==> config.mk <==
export PLATFORM = sky130hd
export DESIGN_NAME = icache_refill_ctrl_flat
export DESIGN_NICKNAME = d
export VERILOG_FILES = /design/src/rtl/icache_refill_ctrl_if.sv /design/src/rtl/icache_refill_ctrl.sv /design/src/flat_wrapper.sv
export SDC_FILE = /design/constraint.sdc
export NUM_CORES = 1
export LEC_CHECK = 0
export CORE_UTILIZATION = 34
export CTS_CLUSTER_DIAMETER = 80
export DETAILED_ROUTE_END_ITERATION = 10
export GPL_TIMING_DRIVEN = 0
export PLACE_DENSITY = 0.77
export SYNTH_ARGS = -nofsm -noshare
export SYNTH_HDL_FRONTEND = slang
export SYNTH_SLANG_ARGS = --single-unit
==> constraint.sdc <==
create_clock -name clk -period 1.3 [get_ports clk]
set_input_delay 0.26 -clock clk [delete_from_list [all_inputs] [get_ports clk]]
set_output_delay 0.26 -clock clk [all_outputs]
set_load 0.1 [all_outputs]
==> src/rtl/icache_refill_ctrl_if.sv <==
// Refill controller bus bundle: fetch miss handshake, memory line-read port and data-SRAM write port.
// master = refill controller, slave = surrounding fetch/memory/SRAM environment.
interface icache_refill_ctrl_if #(
  parameter int unsigned XLEN  = 32,
  parameter int unsigned IDX_W = 6
);
  logic              miss_valid;
  logic [XLEN-1:0]   miss_addr;
  logic              miss_ready;
  logic              flush;

  logic              mem_req_valid;
  logic              mem_req_ready;
  logic [XLEN-1:0]   mem_req_addr;
  logic              mem_resp_valid;
  logic [63:0]       mem_resp_data;

  logic              sram_csb;
  logic              sram_web;
  logic [1:0]        sram_wmask;
  logic [IDX_W-1:0]  sram_addr;
  logic [127:0]      sram_din;

  logic              refill_busy;
  logic              refill_done;

  modport master (
    input  miss_valid, miss_addr, flush, mem_req_ready, mem_resp_valid, mem_resp_data,
    output miss_ready, mem_req_valid, mem_req_addr,
    output sram_csb, sram_web, sram_wmask, sram_addr, sram_din,
    output refill_busy, refill_done
  );

  modport slave (
    output miss_valid, miss_addr, flush, mem_req_ready, mem_resp_valid, mem_resp_data,
    input  miss_ready, mem_req_valid, mem_req_addr,
    input  sram_csb, sram_web, sram_wmask, sram_addr, sram_din,
    input  refill_busy, refill_done
  );
endinterface

==> src/rtl/icache_refill_ctrl.sv <==
// Instruction-cache line refill: accepts a miss, fetches a 128-bit line as two 64-bit beats
// and writes each half into the data SRAM; a flush drains the outstanding beats without writing.
module icache_refill_ctrl #(
  parameter int unsigned XLEN   = 32,
  parameter int unsigned IDX_W  = 6,
  parameter int unsigned OFFS_W = 4
) (
  input  logic                  clk,
  input  logic                  rst_n,
  icache_refill_ctrl_if.master  bus
);

  localparam logic [XLEN-1:0] LINE_MASK = {{(XLEN-OFFS_W){1'b1}}, {OFFS_W{1'b0}}};

  typedef enum logic [2:0] {
    S_IDLE,
    S_REQ,
    S_BEAT0,
    S_BEAT1,
    S_DRAIN
  } state_e;

  state_e             state_q, state_d;
  logic [XLEN-1:0]    line_addr_q, line_addr_d;
  logic [1:0]         beat_cnt_q, beat_cnt_d;
  logic               req_valid_q, req_valid_d;
  logic               busy_q, busy_d;
  logic               done_q, done_d;
  logic               csb_q, csb_d;
  logic               web_q, web_d;
  logic [1:0]         wmask_q, wmask_d;
  logic [IDX_W-1:0]   sram_addr_q, sram_addr_d;
  logic [127:0]       din_q, din_d;

  assign bus.miss_ready    = (state_q == S_IDLE) && !bus.flush;
  assign bus.mem_req_valid = req_valid_q;
  assign bus.mem_req_addr  = line_addr_q;
  assign bus.refill_busy   = busy_q;
  assign bus.refill_done   = done_q;
  assign bus.sram_csb      = csb_q;
  assign bus.sram_web      = web_q;
  assign bus.sram_wmask    = wmask_q;
  assign bus.sram_addr     = sram_addr_q;
  assign bus.sram_din      = din_q;

  // State and registered outputs
  always_ff @(posedge clk) begin
    if (!rst_n) begin
      state_q     <= S_IDLE;
      line_addr_q <= '0;
      beat_cnt_q  <= '0;
      req_valid_q <= 1'b0;
      busy_q      <= 1'b0;
      done_q      <= 1'b0;
      csb_q       <= 1'b1;
      web_q       <= 1'b1;
      wmask_q     <= 2'b00;
      sram_addr_q <= '0;
      din_q       <= '0;
    end else begin
      state_q     <= state_d;
      line_addr_q <= line_addr_d;
      beat_cnt_q  <= beat_cnt_d;
      req_valid_q <= req_valid_d;
      busy_q      <= busy_d;
      done_q      <= done_d;
      csb_q       <= csb_d;
      web_q       <= web_d;
      wmask_q     <= wmask_d;
      sram_addr_q <= sram_addr_d;
      din_q       <= din_d;
    end
  end

  // Next state and next registered outputs; writes are one-cycle strobes, data/index hold
  always_comb begin
    state_d     = state_q;
    line_addr_d = line_addr_q;
    beat_cnt_d  = beat_cnt_q;
    sram_addr_d = sram_addr_q;
    din_d       = din_q;
    csb_d       = 1'b1;
    web_d       = 1'b1;
    wmask_d     = 2'b00;
    done_d      = 1'b0;

    unique case (state_q)
      S_IDLE: begin
        if (bus.miss_valid && !bus.flush) begin
          state_d     = S_REQ;
          line_addr_d = bus.miss_addr & LINE_MASK;
          sram_addr_d = bus.miss_addr[OFFS_W+IDX_W-1:OFFS_W];
          beat_cnt_d  = 2'd0;
        end
      end
      S_REQ: begin
        beat_cnt_d = 2'd0;
        if (bus.flush) begin
          // A flush coinciding with the handshake still owes two beats
          state_d = bus.mem_req_ready ? S_DRAIN : S_IDLE;
        end else if (bus.mem_req_ready) begin
          state_d = S_BEAT0;
        end
      end
      S_BEAT0: begin
        if (bus.flush) begin
          state_d    = S_DRAIN;
          beat_cnt_d = bus.mem_resp_valid ? 2'd1 : 2'd0;
        end else if (bus.mem_resp_valid) begin
          state_d    = S_BEAT1;
          beat_cnt_d = 2'd1;
          csb_d      = 1'b0;
          web_d      = 1'b0;
          wmask_d    = 2'b01;
          din_d      = {bus.mem_resp_data, bus.mem_resp_data};
        end
      end
      S_BEAT1: begin
        if (bus.flush) begin
          // Last beat arriving with the flush leaves nothing to drain
          state_d    = bus.mem_resp_valid ? S_IDLE : S_DRAIN;
          beat_cnt_d = bus.mem_resp_valid ? 2'd2 : 2'd1;
        end else if (bus.mem_resp_valid) begin
          state_d    = S_IDLE;
          beat_cnt_d = 2'd2;
          csb_d      = 1'b0;
          web_d      = 1'b0;
          wmask_d    = 2'b10;
          din_d      = {bus.mem_resp_data, bus.mem_resp_data};
          done_d     = 1'b1;
        end
      end
      S_DRAIN: begin
        if (bus.mem_resp_valid) begin
          beat_cnt_d = beat_cnt_q + 2'd1;
          if (beat_cnt_q != 2'd0) begin
            state_d = S_IDLE;
          end
        end
      end
      default: state_d = S_IDLE;
    endcase

    req_valid_d = (state_d == S_REQ);
    busy_d      = (state_d != S_IDLE);
  end

endmodule

==> src/flat_wrapper.sv <==
// flat-port wrapper written by rule: the top's interface ports become plain ports
module icache_refill_ctrl_flat 
#(
  parameter int unsigned XLEN   = 32,
  parameter int unsigned IDX_W  = 6,
  parameter int unsigned OFFS_W = 4
)
  (clk, rst_n, bus_miss_valid, bus_miss_addr, bus_flush, bus_mem_req_ready, bus_mem_resp_valid, bus_mem_resp_data, bus_miss_ready, bus_mem_req_valid, bus_mem_req_addr, bus_sram_csb, bus_sram_web, bus_sram_wmask, bus_sram_addr, bus_sram_din, bus_refill_busy, bus_refill_done);
  icache_refill_ctrl_if #(.XLEN(XLEN), .IDX_W(IDX_W)) bus_i ();
  input  logic clk;
  input  logic rst_n;
  input wire logic [$bits(bus_i.miss_valid)-1:0] bus_miss_valid;
  input wire logic [$bits(bus_i.miss_addr)-1:0] bus_miss_addr;
  input wire logic [$bits(bus_i.flush)-1:0] bus_flush;
  input wire logic [$bits(bus_i.mem_req_ready)-1:0] bus_mem_req_ready;
  input wire logic [$bits(bus_i.mem_resp_valid)-1:0] bus_mem_resp_valid;
  input wire logic [$bits(bus_i.mem_resp_data)-1:0] bus_mem_resp_data;
  output wire logic [$bits(bus_i.miss_ready)-1:0] bus_miss_ready;
  output wire logic [$bits(bus_i.mem_req_valid)-1:0] bus_mem_req_valid;
  output wire logic [$bits(bus_i.mem_req_addr)-1:0] bus_mem_req_addr;
  output wire logic [$bits(bus_i.sram_csb)-1:0] bus_sram_csb;
  output wire logic [$bits(bus_i.sram_web)-1:0] bus_sram_web;
  output wire logic [$bits(bus_i.sram_wmask)-1:0] bus_sram_wmask;
  output wire logic [$bits(bus_i.sram_addr)-1:0] bus_sram_addr;
  output wire logic [$bits(bus_i.sram_din)-1:0] bus_sram_din;
  output wire logic [$bits(bus_i.refill_busy)-1:0] bus_refill_busy;
  output wire logic [$bits(bus_i.refill_done)-1:0] bus_refill_done;
  assign bus_i.miss_valid = bus_miss_valid;
  assign bus_i.miss_addr = bus_miss_addr;
  assign bus_i.flush = bus_flush;
  assign bus_i.mem_req_ready = bus_mem_req_ready;
  assign bus_i.mem_resp_valid = bus_mem_resp_valid;
  assign bus_i.mem_resp_data = bus_mem_resp_data;
  assign bus_miss_ready = bus_i.miss_ready;
  assign bus_mem_req_valid = bus_i.mem_req_valid;
  assign bus_mem_req_addr = bus_i.mem_req_addr;
  assign bus_sram_csb = bus_i.sram_csb;
  assign bus_sram_web = bus_i.sram_web;
  assign bus_sram_wmask = bus_i.sram_wmask;
  assign bus_sram_addr = bus_i.sram_addr;
  assign bus_sram_din = bus_i.sram_din;
  assign bus_refill_busy = bus_i.refill_busy;
  assign bus_refill_done = bus_i.refill_done;
  icache_refill_ctrl #(.XLEN(XLEN), .IDX_W(IDX_W), .OFFS_W(OFFS_W)) u_core (.clk(clk), .rst_n(rst_n), .bus(bus_i));
endmodule
==> impl_results.md <==
- Crit path launch type: flop
- Routed WL: about 17 mm
- Clk root buf: clkbuf_16
- Cells after DPL: roughly 980
- Status: complete, but fails checks
- CP required: roughly 1.5 ns
- DR iter-0 viols: 195
- Post-Synthesis Cell Area: approximately 4600 sq um
- Global route hottest layer: met2
- Met2 Use GR: around a third
- GR Overflow Total: 0
- DRC: 0
- Nets: about 960
- Sequential share of the synthesized area: ~45%
- # port buffers: between 200 and 300
- Worst setup EP type: flop
- Unique masters post-synth: 39
- Clock sinks: around 100
- TritonCTS clock tree: done
- Share of cells above drive strength 1: between 60% and 70%
- Max VDD drop: 0.000981 V
- Final ANT Viol Nets: 0
- Hold Path Class: in2reg
- Post-synthesis register bit count: just over 100
- Vias: 4734
- Met3 Track Usage GR: between 5 and 6%
- Cells after Synth: approximately 540
- Core Area: ~13000 sq um
- Pin count of the biggest net entering global routing: 16
- Initial antenna violation count: 0
- # setup viols final: between 100 and 150
- Initial core utilization: about a third
- Row count: 42
- Synth top area share: ~45%
- Worst slew pin tran: 0.522 ns
- Final Hold Vio Count: 0
- P&R area growth vs syn: 104%
- CTS Buf Count: 9
- HPWL Detailed: just over 10 mm
- Synth top area cells: dfxtp_1 (45%), nand2_1 (15%), buf_4 (13%), a21boi_0 (7.3%), a21boi_2 (4.9%)
- Tmin final: 1.55 ns
- Main synth FF type: dfxtp_1
- Met1 Use GR: a little under a quarter
- Slew headroom: between 60% and 70%
- Non-filler instance count after layout: roughly 1000
- Crit-path max FO: 7
- WS Path Type: reg2reg
- Power Total: between 7000 and 8000 uW
- Vias in the first global route: around 4000
- CP peak stage delay: between 0.3 and 0.4 ns
- Post-synth EDFFs: 0
- Maxcap violations: 0
- Max Slew Vio Count: 0
- Finished Core Util: approximately 71%
- Skew final: around 0.0049 ns
- CP Buf/Inv Count: 5
- Ys Warns: 0
- Fill count: 966
- Asr flop ratio synth: 0%
- Post-synth top area cell: dfxtp_1
- # H-tree levels: 3
- Die W: between 100 and 150 um
- Failing checks: negative setup slack
- Die Area: approximately 14000 sq um
- Cells along the critical path: buf_6 -> buf_6 -> buf_12 -> nor2_4 -> nand3_4 -> buf_12 -> clkbuf_16 -> nand2_4 -> a21boi_2
- Worst skew pair latency: around 0.35 ns
- Io pins: 276
- Mean Syn Cell Area: roughly 8.6 sq um
- Peak Freq: 645 MHz
- Dpl ws: -0.919 ns
- Ant diodes: 0
- TritonRoute pass-1 iters: 4
- First-pass GRT wire length: between 20 and 25 mm
- Worst endpoint data arrival time: about 1.8 ns
- CP delay by family, top: buffers and inverters
- Setup WS post-layout: -0.250 ns
- GRT Resource Usage Total: around 20%
- GPL Wtd Cong: approximately 0.8
- Die Y: around 120 um
- Max Root-Sink Buffers: 2
- PD cells: ~770 nW/um^2
- DR WL/cell: ~16 um
- Period utilization: 119%
- Reg clk slew, reported paths: about 0.07 ns
- Unrepaired setup endpoints after global routing: yes
- Slowest cell on crit path: dfxtp_2
- Pleak: roughly 0.004 uW
- DR vias/cell: between 4 and 5
area by class of cell:
cell class	count	area [sq um]	area share, %
Timing Repair Buffer	307	3480	36.9
Tap cell	176	220	2.33
Sequential cell	103	2180	23.0
Inverter	4	15.0	0.159
Multi-Input combinational cell	328	2380	25.2
Clock inverter	3	18.8	0.198
Clock buffer	13	250	2.65
Buffer	106	910	9.62
metal layers:
metal  vias up  routed length, um  part of all wire [%]
li1       2301                  -                     -
met1      2256               6470                    38
met2       157               9390                    55
met3        20                901                   5.3
met4         0                247                   1.5
met5         -                  0                     0
cells by family after synthesis:
| kind of cell | count (synthesis) | share of synthesized area (%) |
|---|---|---|
| flip-flops | 103 | 44.5 |
| other | 1 | 0.0810 |
| buffers and inverters | 111 | 16.9 |
| AND/OR/NAND/NOR | 215 | 19.2 |
| AO/OA/AOI/OAI | 106 | 18.8 |
| XOR/XNOR | 1 | 0.189 |
| adder cells (fa/ha/maj) | 1 | 0.270 |
state kept, by name, summed over array words and instances (netlist names), 2 cells and up:
| register | cells |
|---|---|
| u_core.beat_cnt_q | 2 |
| u_core.bus.sram_din | 64 |
| u_core.state_q | 3 |
| u_core.bus.sram_wmask | 2 |
| u_core.bus.sram_addr | 5 |
| u_core.bus.mem_req_addr | 23 |
cells in the mapped netlist (2+ instances only):
cell,count
clkbuf_1,14
o2bb2ai_1,2
o21ai_0,3
buf_2,9
nor2b_1,2
nor2_1,7
buf_4,79
nand2_1,187
and3_1,2
a31oi_1,2
nor3b_1,2
a21boi_0,45
a21boi_1,27
buf_6,2
buf_12,2
a21boi_2,20
dfxtp_1,103
inv_1,4
nand2b_1,3
nand2_2,4
cell usage in the layout (no fill, tap or decap), drive strengths merged, types with 2 or more instances in the layout:
master / instances
nand2b: 3
buf: 299
a21boi: 92
nand2: 191
o21ai: 3
o2bb2ai: 2
clkbuf: 32
conb: 4
nand3: 2
and2: 2
a31oi: 2
clkdlybuf4s50: 94
clkinv: 3
dfxtp: 103
nor3b: 3
and3: 2
inv: 4
nor2b: 2
nor3: 2
nor2: 7
final timing paths:
check / slack [ns] / endpoint / depth (start not counted) / startpoint
hold / removal: 0.26 / u_core.bus.sram_csb / 2 / rst_n
setup / recovery: -0.25 / u_core.bus.sram_din[65] / 9 / u_core.state_q[2]
hold reg to reg: 0.45 / u_core.bus.mem_req_addr[13] / 2 / u_core.bus.mem_req_addr[13]
setup reg to reg: -0.25 / u_core.bus.sram_din[65] / 9 / u_core.state_q[2]
repair_timing:
| item | CTS | global route |
|---|---|---|
| gates cloned | 4 | 12 |
| hold buffers | 0 | 0 |
| setup endpoints to repair | 265 | 158 |
| gates resized for setup | 1152 | 323 |
| buffers inserted | 5 | 23 |
| pin swaps | 1 | 130 |
worst reg2reg max path: cells and delay by family (launching register included):
kind                   cells  cell delay, ns
AOI/OAI and AO/OA          1            0.04
DFF                        1            0.32
and+or+nand+nor            3            0.35
buffers and inverters      5            0.74
through the flow:
step	hold WS (ns)	cell area, sq um	setup TNS, ns
2_1_floorplan	0.387	4790	-28.28
3_3_place_gp	0.439	7660	-131.48
3_5_place_dp	0.442	7660	-132.12
4_1_cts	0.224	8060	-10.88
5_1_grt	0.266	9460	-25.69
6_report	0.258	9460	-19.41
power by group:
| group | switching (uW) | internal (uW) | total (uW) |
|---|---|---|---|
| registers | 42.2 | 3200 | 3240 |
| clock network | 1160 | 1350 | 2510 |
| logic | 920 | 631 | 1550 |
Power figures use the tool's default switching activity.
